## src/rtl/display_scan_ctrl.sv

```systemverilog
// display_scan_ctrl
//   Time-multiplexed scan controller for a 4-digit common-anode
//   seven-segment display. The controller shows one digit at a time and
//   blanks all anodes at the start of each slot to prevent ghosting. A
//   frame snapshot of the digit values and the blank mask keeps each
//   4-digit frame free of tearing.
//
// Parameters
//   REFRESH_DIV  clock cycles per digit slot (>= 2)
//   BLANK_CYCLES all-anodes-off cycles at the start of each slot (< REFRESH_DIV)
//   CNT_W        slot counter width (2**CNT_W >= REFRESH_DIV)
//
// Ports
//   clk         system clock
//   reset_n     asynchronous active-low reset
//   enable      scan enable; low forces the display dark
//   dispA..D    digit values for an[3]..an[0]
//   blank_mask  bit i high blanks the digit on an[i]
//   seg         segments {g,f,e,d,c,b,a}, active-low
//   an          digit anodes, active-low, one-cold
//   frame_done  one-cycle pulse after the last slot of each frame
module display_scan_ctrl #(
  parameter int unsigned REFRESH_DIV  = 100000,
  parameter int unsigned BLANK_CYCLES = 1000,
  parameter int unsigned CNT_W        = 17
) (
  input  logic       clk,
  input  logic       reset_n,
  input  logic       enable,
  input  logic [3:0] dispA,
  input  logic [3:0] dispB,
  input  logic [3:0] dispC,
  input  logic [3:0] dispD,
  input  logic [3:0] blank_mask,
  output logic [6:0] seg,
  output logic [3:0] an,
  output logic       frame_done
);

  typedef enum logic [1:0] {
    IDLE  = 2'd0,
    BLANK = 2'd1,
    SHOW  = 2'd2
  } state_t;

  // With no blanking time a slot begins directly in SHOW.
  localparam state_t SLOT_START = (BLANK_CYCLES == 0) ? SHOW : BLANK;
  localparam logic [CNT_W-1:0] SLOT_LAST  = CNT_W'(REFRESH_DIV - 1);
  localparam logic [CNT_W-1:0] BLANK_LAST = CNT_W'(BLANK_CYCLES - 1);

  state_t           state, state_nx;
  logic [CNT_W-1:0] cnt, cnt_nx;
  logic [1:0]       idx, idx_nx;
  logic             take_snap;
  logic             fd_nx;
  logic [6:0]       seg_nx;
  logic [3:0]       an_nx;

  // Snapshot storage, indexed by scan position (0 = dispA / an[3]).
  logic [3:0]       snap_digit [4];
  logic [3:0]       snap_mask;

  function automatic logic [6:0] hex7(input logic [3:0] v);
    logic [6:0] s;
    case (v)
      4'h0: s = 7'h40;
      4'h1: s = 7'h79;
      4'h2: s = 7'h24;
      4'h3: s = 7'h30;
      4'h4: s = 7'h19;
      4'h5: s = 7'h12;
      4'h6: s = 7'h02;
      4'h7: s = 7'h78;
      4'h8: s = 7'h00;
      4'h9: s = 7'h10;
      4'hA: s = 7'h08;
      4'hB: s = 7'h03;
      4'hC: s = 7'h46;
      4'hD: s = 7'h21;
      4'hE: s = 7'h06;
      default: s = 7'h0E;
    endcase
    return s;
  endfunction

  // State register.
  always_ff @(posedge clk or negedge reset_n) begin
    if (!reset_n) begin
      state <= IDLE;
    end else begin
      state <= state_nx;
    end
  end

  // Next-state, counter control and output decode.
  always_comb begin
    state_nx  = state;
    cnt_nx    = cnt;
    idx_nx    = idx;
    take_snap = 1'b0;
    fd_nx     = 1'b0;
    an_nx     = '1;
    seg_nx    = '1;

    if (!enable) begin
      state_nx = IDLE;
      cnt_nx   = '0;
      idx_nx   = '0;
    end else begin
      case (state)
        IDLE: begin
          state_nx  = SLOT_START;
          cnt_nx    = '0;
          idx_nx    = '0;
          take_snap = 1'b1;
        end
        BLANK: begin
          cnt_nx = cnt + CNT_W'(1);
          if (cnt == BLANK_LAST) begin
            state_nx = SHOW;
          end
        end
        SHOW: begin
          if (cnt == SLOT_LAST) begin
            cnt_nx   = '0;
            idx_nx   = idx + 2'd1;
            state_nx = SLOT_START;
            if (idx == 2'd3) begin
              take_snap = 1'b1;
              fd_nx     = 1'b1;
            end
          end else begin
            cnt_nx = cnt + CNT_W'(1);
          end
        end
        default: begin
          state_nx = IDLE;
          cnt_nx   = '0;
          idx_nx   = '0;
        end
      endcase

      // Outputs follow the current state one cycle later; gating on enable
      // makes the display go dark on the very next cycle after enable drops.
      if (state == SHOW && !snap_mask[2'd3 - idx]) begin
        an_nx  = ~(4'b1000 >> idx);
        seg_nx = hex7(snap_digit[idx]);
      end
    end
  end

  // Slot counter, digit index, snapshot and registered outputs.
  always_ff @(posedge clk or negedge reset_n) begin
    if (!reset_n) begin
      cnt        <= '0;
      idx        <= '0;
      snap_mask  <= '0;
      for (int unsigned i = 0; i < 4; i++) begin
        snap_digit[i] <= '0;
      end
      an         <= '1;
      seg        <= '1;
      frame_done <= 1'b0;
    end else begin
      cnt        <= cnt_nx;
      idx        <= idx_nx;
      an         <= an_nx;
      seg        <= seg_nx;
      frame_done <= fd_nx;
      if (take_snap) begin
        snap_digit[0] <= dispA;
        snap_digit[1] <= dispB;
        snap_digit[2] <= dispC;
        snap_digit[3] <= dispD;
        snap_mask     <= blank_mask;
      end
    end
  end

endmodule

```

## config.mk

```make
export PLATFORM = sky130hd
export DESIGN_NAME = display_scan_ctrl
export DESIGN_NICKNAME = d
export VERILOG_FILES = /design/src/rtl/display_scan_ctrl.sv
export SDC_FILE = /design/constraint.sdc
export NUM_CORES = 1
export LEC_CHECK = 0
export CAP_MARGIN = 20
export CELL_PAD_IN_SITES_DETAIL_PLACEMENT = 1
export CELL_PAD_IN_SITES_GLOBAL_PLACEMENT = 1
export CORE_MARGIN = 8
export CORE_UTILIZATION = 30
export DETAILED_ROUTE_END_ITERATION = 8
export GPL_TIMING_DRIVEN = 0
export PLACE_DENSITY = 0.6
export REMOVE_ABC_BUFFERS = 1
export SYNTH_ARGS = -nofsm -noshare
export SYNTH_HDL_FRONTEND = slang
export SYNTH_SLANG_ARGS = --single-unit
```

## constraint.sdc

```tcl
create_clock -name clk -period 2 [get_ports clk]
set_clock_uncertainty 0.15 [all_clocks]
set_input_delay 0.4 -clock clk [delete_from_list [all_inputs] [get_ports clk]]
set_output_delay 0.4 -clock clk [all_outputs]
set_load 0.01 [all_outputs]
```

### Word-level counts from Yosys, hierarchy flattened

Memories as Yosys holds them, arrays and structs flattened.
Index checks and enable logic that the tools add are counted.

* register bits: 53
* bits in read-only memories: 112
* logic and storage cells: 58
* memories kept: 1

Memory list
* (no name shown): words 16, width 7, read ports 1, clocked after memory_dff 0, wr ports 0, line 65 `case (v)`

* add/sub/neg operators: 3
* magnitude comparators: 2
* equality and inequality tests: 8
* shifts and indexed selects: 1
* mux-type cells: 25
* bitwise logic cells: 2
* reduce and logical (&&, ||, !) cells: 5

Operators by type and width (number)
* $mux 17: 2
* $pmux 17 s2: 1
* $add 17x1->17 const B: 1
* $eq 17x10->1 const B: 1
* $eq 17x17->1 const B: 1
* $mux 4: 4
* $mux 7: 2
* $mux 2: 5
* $bmux 4 s2: 1
* $mux 1: 6
* $ne 3x3->1 const B: 2
* $pmux 2 s3: 1
* $eq 2x2->1 const B: 2
* $not 4->4: 1
* $pmux 2 s2: 1
* $reduce_and 2->1: 2
* $shr 4x2->4 const A: 1
* $ge 3x3->1 const B: 1
* $lt 2x3->1 const B: 1
* $not 2->3: 1
* $add 2x1->2 const B: 1
* $bmux 1 s2: 1
* $eq 2x1->1 const B: 1
* $logic_not 2->1: 1
* 5 further kinds: 5

### Logic depth before layout (Yosys ltp)

* word-level depth: 7
* gate-level depth with buffers: 7
* depth with buffers taken out: 6

### Worst setup path before layout

Ideal clock, no wire load.

* path type: register to register
* start: register idx[0]
* end: register seg[3]
* arrival: 1.910 ns
* setup slack: -0.139 ns
* stages on the path, launching flop included: 8
* period minus slack after synthesis: 2.139 ns
* cells stage by stage: dfrtp_1 -> buf_6 -> mux4_2 -> inv_1 -> ha_1 -> inv_1 -> mux4_2 -> nand2b_1

* cells in the longest elaborated chain, start to end: 7
* elaborated cells on any way between the ends: 12
* classes of those cells: add/sub: 1; mux: 7; bitwise: 1; reduce/logical: 2; memory: 1

RTL lines
* from (decl): line 53 `logic [1:0] idx, idx_nx;`
* from (signal assigned): line 166 `idx <= idx_nx;`
* $not 2->3 (implied by the code) or $sub 2x2->2 (tied branches): line 147, 145
* $bmux 4 s2 or $bmux 1 s2 (tied branches): line 147, 145
* $mux 4 (implied by the code) or $mux 1 (tied branches): line 147, 145
* $mux 4 (implied by the code) or $logic_not 1->1 (tied branches): line 147, 145
* $mem_v2 16x7 or $logic_and 1x1->1 (tied branches)
* $mux 7 (*): line 145 `if (state == SHOW && !snap_mask[2'd3 - idx]) begin`
* $mux 7 (*): line 105 `if (!enable) begin`
* net seg_nx[3]: line 56 `logic [6:0] seg_nx;`
* to (signal assigned): line 168 `seg <= seg_nx;`
* to (decl): line 35 `output logic [6:0] seg,`

Mark *: on every way through the listed nets, which the timed path passes. The rest lies on a longest branch. The select of a mux whose other input is x is not followed.
A chain may end at the register's enable or synchronous reset.

### Final worst setup path

Same ends and word-level chain as after synthesis.

==> reports/qor_table.md <==
| Parameter | This run | Unit |
| --- | --- | --- |
| Run status | complete, but fails checks | - |
| Failing checks | setup timing | - |
| Final standard cell area without fillers | 0.00352 | mm² |
| Crit path max fanout | 6 | - |
| Residual DRC count | 0 | - |
| Count of unique library cells instantiated by Yosys | 42 | - |
| Floorplan core area | 0.00872 | mm² |
| Count of nets left with antenna violations after detail routing | 0 | - |
| Nature of the critical path endpoint | register | - |
| Synth top area share | 38.9 | % |
| Power per cell area | 1030 | mW/mm² |
| Number of enable flip-flop cells after synthesis | 0 | - |
| Grt met1 use | 13.1 | % |
| Detailed-route via count | 1,863 | - |
| Total Routed Length | 6150 | µm |
| Final count of negative-setup-slack endpoints | 7 | - |
| Post-synthesis simple-gate area fraction | 14.8 | % |
| Lkg Pwr | 1.36 | nW |
| Max-Cap Viols | 0 | - |
| Worst voltage drop across the vdd grid | 0.416 | mV |
| Max-slew violation total from the final report | 0 | - |
| Average via count per standard cell | 4.79 | - |
| Final hold violation count | 0 | - |
| Area of the die | 0.0123 | mm² |
| Depth of the worst register-to-register path | 6 | - |
| FF+latch area | 0.00134 | mm² |
| Clk buf depth | 2 | - |
| Sum Neg Setup Slack | -330 | ps |
| Complex-gate fraction of the synthesized area | 5.74 | % |
| Met3 Track Usage GR | 2.38 | % |
| Fraction of layout instances using a drive strength above 1 | 33.1 | % |
| Fraction of power consumed by the clock network | 18.6 | % |
| Critical Path Start Type | register | - |
| Synthesized instance count | 229 | - |
| Multi-input combinational cell area | 0.00139 | mm² |
| Drt pass-1 iters | 4 | - |
| Number of synthesized register bits | 53 | - |
| Largest net degree at the start of global routing | 36 | - |
| Count of antenna diodes in the layout | 0 | - |
| Chip height | 111 | µm |
| Overall routing resource usage | 10.2 | % |
| Final Net Count | 318 | - |
| Minimum clock period | 2140 | ps |
| Cell Area, Placed | 0.00313 | mm² |
| FILL cells | 931 | - |
| Combined area of all synthesized cells | 0.00270 | mm² |
| Required time of the worst setup path | 2110 | ps |
| Total number of clock tree sinks | 53 | - |
| Arrival time at the worst endpoint | 2250 | ps |
| Post-Synth Adder-Cell Area | 6.94 | % |
| Remaining max-slew budget at the tightest pin | 70.2 | % |
| Class of the most critical setup path | reg -> reg | - |
| Clock slew at the register clock pins of the worst setup and hold paths | 110 | ps |
| Combinational share of power | 41.4 | % |
| Net switching power | 1.23 | mW |
| Clock root cell | sky130_fd_sc_hd__clkbuf_8 | - |
| Share of the synthesized netlist area taken by xor and xnor gates | 4.86 | % |
| Initial Util | 31.0 | % |
| Layout area overhead | 30.1 | % |
| Fmax achieved | 467 | MHz |
| Total congestion overflow | 0 | - |
| Primary FF master, synth | sky130_fd_sc_hd__dfrtp_1 | - |
| Cell internal power dissipation | 2.37 | mW |
| RD Place Congestion | 0.749 | - |
| Dominant combinational cell family by area after synthesis | simple AND/OR/NAND/NOR gates | - |
| Clock Latency Late Sink | 320 | ps |
| Port Buffer Count | 34 | - |
| Final core occ | 40.3 | % |
| GR Layer Usage met2 | 16.1 | % |
| Sequential share of power | 40.0 | % |
| TritonCTS Buffers | 5 | - |
| Mean post-synth cell area | 11.8 | µm² |
| Routed wirelength normalized by instance count | 15.8 | µm |
| Period utilisation layout | 107 | % |
| First-pass GRT wire length | 10,500 | µm |
| Share of the yosys chip area belonging to registers | 49.6 | % |
| Via count of the first global-routing pass | 2,064 | - |
| Most used routing layer in global routing | met2 | - |
| Yosys warning total | 0 | - |
| CTS tree | yes | - |
| Library cell with the largest summed area after synthesis | sky130_fd_sc_hd__dfrtp_1 | - |
| Share of synthesized registers carrying an async set or reset | 100 | % |
| Maximum level of the CTS H-tree | 2 | - |
| Synth area leaders | sky130_fd_sc_hd__dfrtp_1 (39%), sky130_fd_sc_hd__dfstp_2 (11%), sky130_fd_sc_hd__mux2_2 (8.7%) | - |
| Mux contribution to synthesized area | 14.1 | % |
| Setup repair after global routing missed its margin | true | - |
| Slack of the critical path | -141 | ps |
| Horiz. Die Dim | 111 | µm |
| I/O pin cnt | 35 | - |
| Worst-margin pin slew | 447 | ps |
| Worst min-delay path category | reg -> reg | - |
| Switching share of total power | 34.2 | % |
| HPWL Detailed | 4090 | µm |
| Number of antenna violations at the first check in global routing | 0 | - |
| # rows | 34 | - |
| Number of violations reported at the end of detailed-routing iteration 0 | 56 | - |
| Hold Path Depth | 1 | - |
-- synth_stat cells, types with 4 or more instances --
cell type and count:
sky130_fd_sc_hd__dfrtp_1 42, sky130_fd_sc_hd__dfstp_2 11, sky130_fd_sc_hd__ha_1 15, sky130_fd_sc_hd__inv_1 12
sky130_fd_sc_hd__mux2_2 21, sky130_fd_sc_hd__mux4_2 6, sky130_fd_sc_hd__nand2_1 13, sky130_fd_sc_hd__nand3_1 12
sky130_fd_sc_hd__nand4_1 5, sky130_fd_sc_hd__nor2_1 32, sky130_fd_sc_hd__o211ai_1 4, sky130_fd_sc_hd__xnor2_1 11
sky130_fd_sc_hd__xor2_1 4
-- kinds of logic (layout without fill, tap and decap cells) --
logic type,after synthesis,after routing
adder cells (fa/ha/maj),15,15
AO/OA/AOI/OAI,19,19
XOR/XNOR,15,15
buffers and inverters,21,72
multiplexers,28,28
AND/OR/NAND/NOR,78,79
flip-flops,53,53
-- timing repair --
item	4_1_cts	5_1_grt
buffers inserted	10	6
endpoints found under the hold margin	11	0
cloned	0	1
hold buffers	1	0
pin swaps	3	5
resized for setup	21	12
setup endpoints to repair	48	32
-- critical path, cell delays in order, from the launching register on --
cell	delay (ps)
sky130_fd_sc_hd__dfrtp_2	460
sky130_fd_sc_hd__mux4_2	610
sky130_fd_sc_hd__inv_2	130
sky130_fd_sc_hd__ha_4	130
sky130_fd_sc_hd__inv_2	30
sky130_fd_sc_hd__mux4_2	430
sky130_fd_sc_hd__nand2b_4	150
-- cells in the final DEF, fill, tap and decap left out, types with 3 or more instances in the layout --
cell                              instances
sky130_fd_sc_hd__dfrtp_1                 40
sky130_fd_sc_hd__clkdlybuf4s50_1         33
sky130_fd_sc_hd__nor2_1                  30
sky130_fd_sc_hd__mux2_2                  21
sky130_fd_sc_hd__nand2_1                 13
sky130_fd_sc_hd__buf_4                   12
sky130_fd_sc_hd__xnor2_1                 11
sky130_fd_sc_hd__nand3_1                 11
sky130_fd_sc_hd__dfstp_2                 11
sky130_fd_sc_hd__inv_1                    9
sky130_fd_sc_hd__ha_1                     9
sky130_fd_sc_hd__mux4_2                   6
sky130_fd_sc_hd__nand4_1                  5
sky130_fd_sc_hd__clkbuf_8                 5
sky130_fd_sc_hd__xor2_1                   4
sky130_fd_sc_hd__o211ai_1                 4
sky130_fd_sc_hd__nand2b_4                 3
sky130_fd_sc_hd__ha_4                     3
sky130_fd_sc_hd__ha_2                     3
sky130_fd_sc_hd__buf_6                    3
-- per-layer routing --
metal / wire length (µm) / vias up / share of wire [%]
met3: 223 / 8 / 3.6
met4: 118 / 0 / 1.9
li1: - / 899 / -
met5: 0 / - / 0
met1: 2960 / 927 / 48
met2: 2850 / 29 / 46
-- sequential cells by signal (all words and copies together), names as in the netlist --
register,cells
an,4
snap_digit,16
snap_mask,4
cnt,17
seg,7
state,2
frame_done,1
idx,2
-- through the flow --
step / hold WS, ps / power, mW / std cells / setup slack (ps)
2_1_floorplan: -45.6 / 2.28 / 220 / -238
3_3_place_gp: 334 / 2.57 / 362 / -1310
3_5_place_dp: 233 / 2.61 / 363 / -488
4_1_cts: 368 / 3.54 / 382 / -155
5_1_grt: 385 / 3.86 / 389 / -210
6_report: 363 / 3.61 / 389 / -141
-- power groups by stage --
stage	Clock [mW]	Combinational, mW	Sequential [mW]
2_1_floorplan	0	0.854	1.43
3_3_place_gp	0	1.12	1.45
3_5_place_dp	0	1.15	1.46
4_1_cts	0.699	1.40	1.44
5_1_grt	0.737	1.65	1.48
6_report	0.670	1.49	1.45
-- layout make-up --
cell class,count,area share (%)
multi-input cells,156,39.4
flip-flops and latches,53,38.2
repair buffers,52,14.5
well taps,108,3.84
clock buffers,5,1.96
inverters,12,1.35
clock inverters,3,0.818
-- final timing paths --
path | start | end | slack, ps
setup reg to reg | idx[0] | seg[3] | -140
setup / recovery | idx[0] | seg[3] | -140
hold reg to reg | snap_digit[9] | snap_digit[9] | 360
min in group asynchronous | reset_n | cnt[11] | 390
max in group asynchronous | reset_n | seg[5] | 700
hold / removal | snap_digit[9] | snap_digit[9] | 360
(Power assumes the default switching activity.)
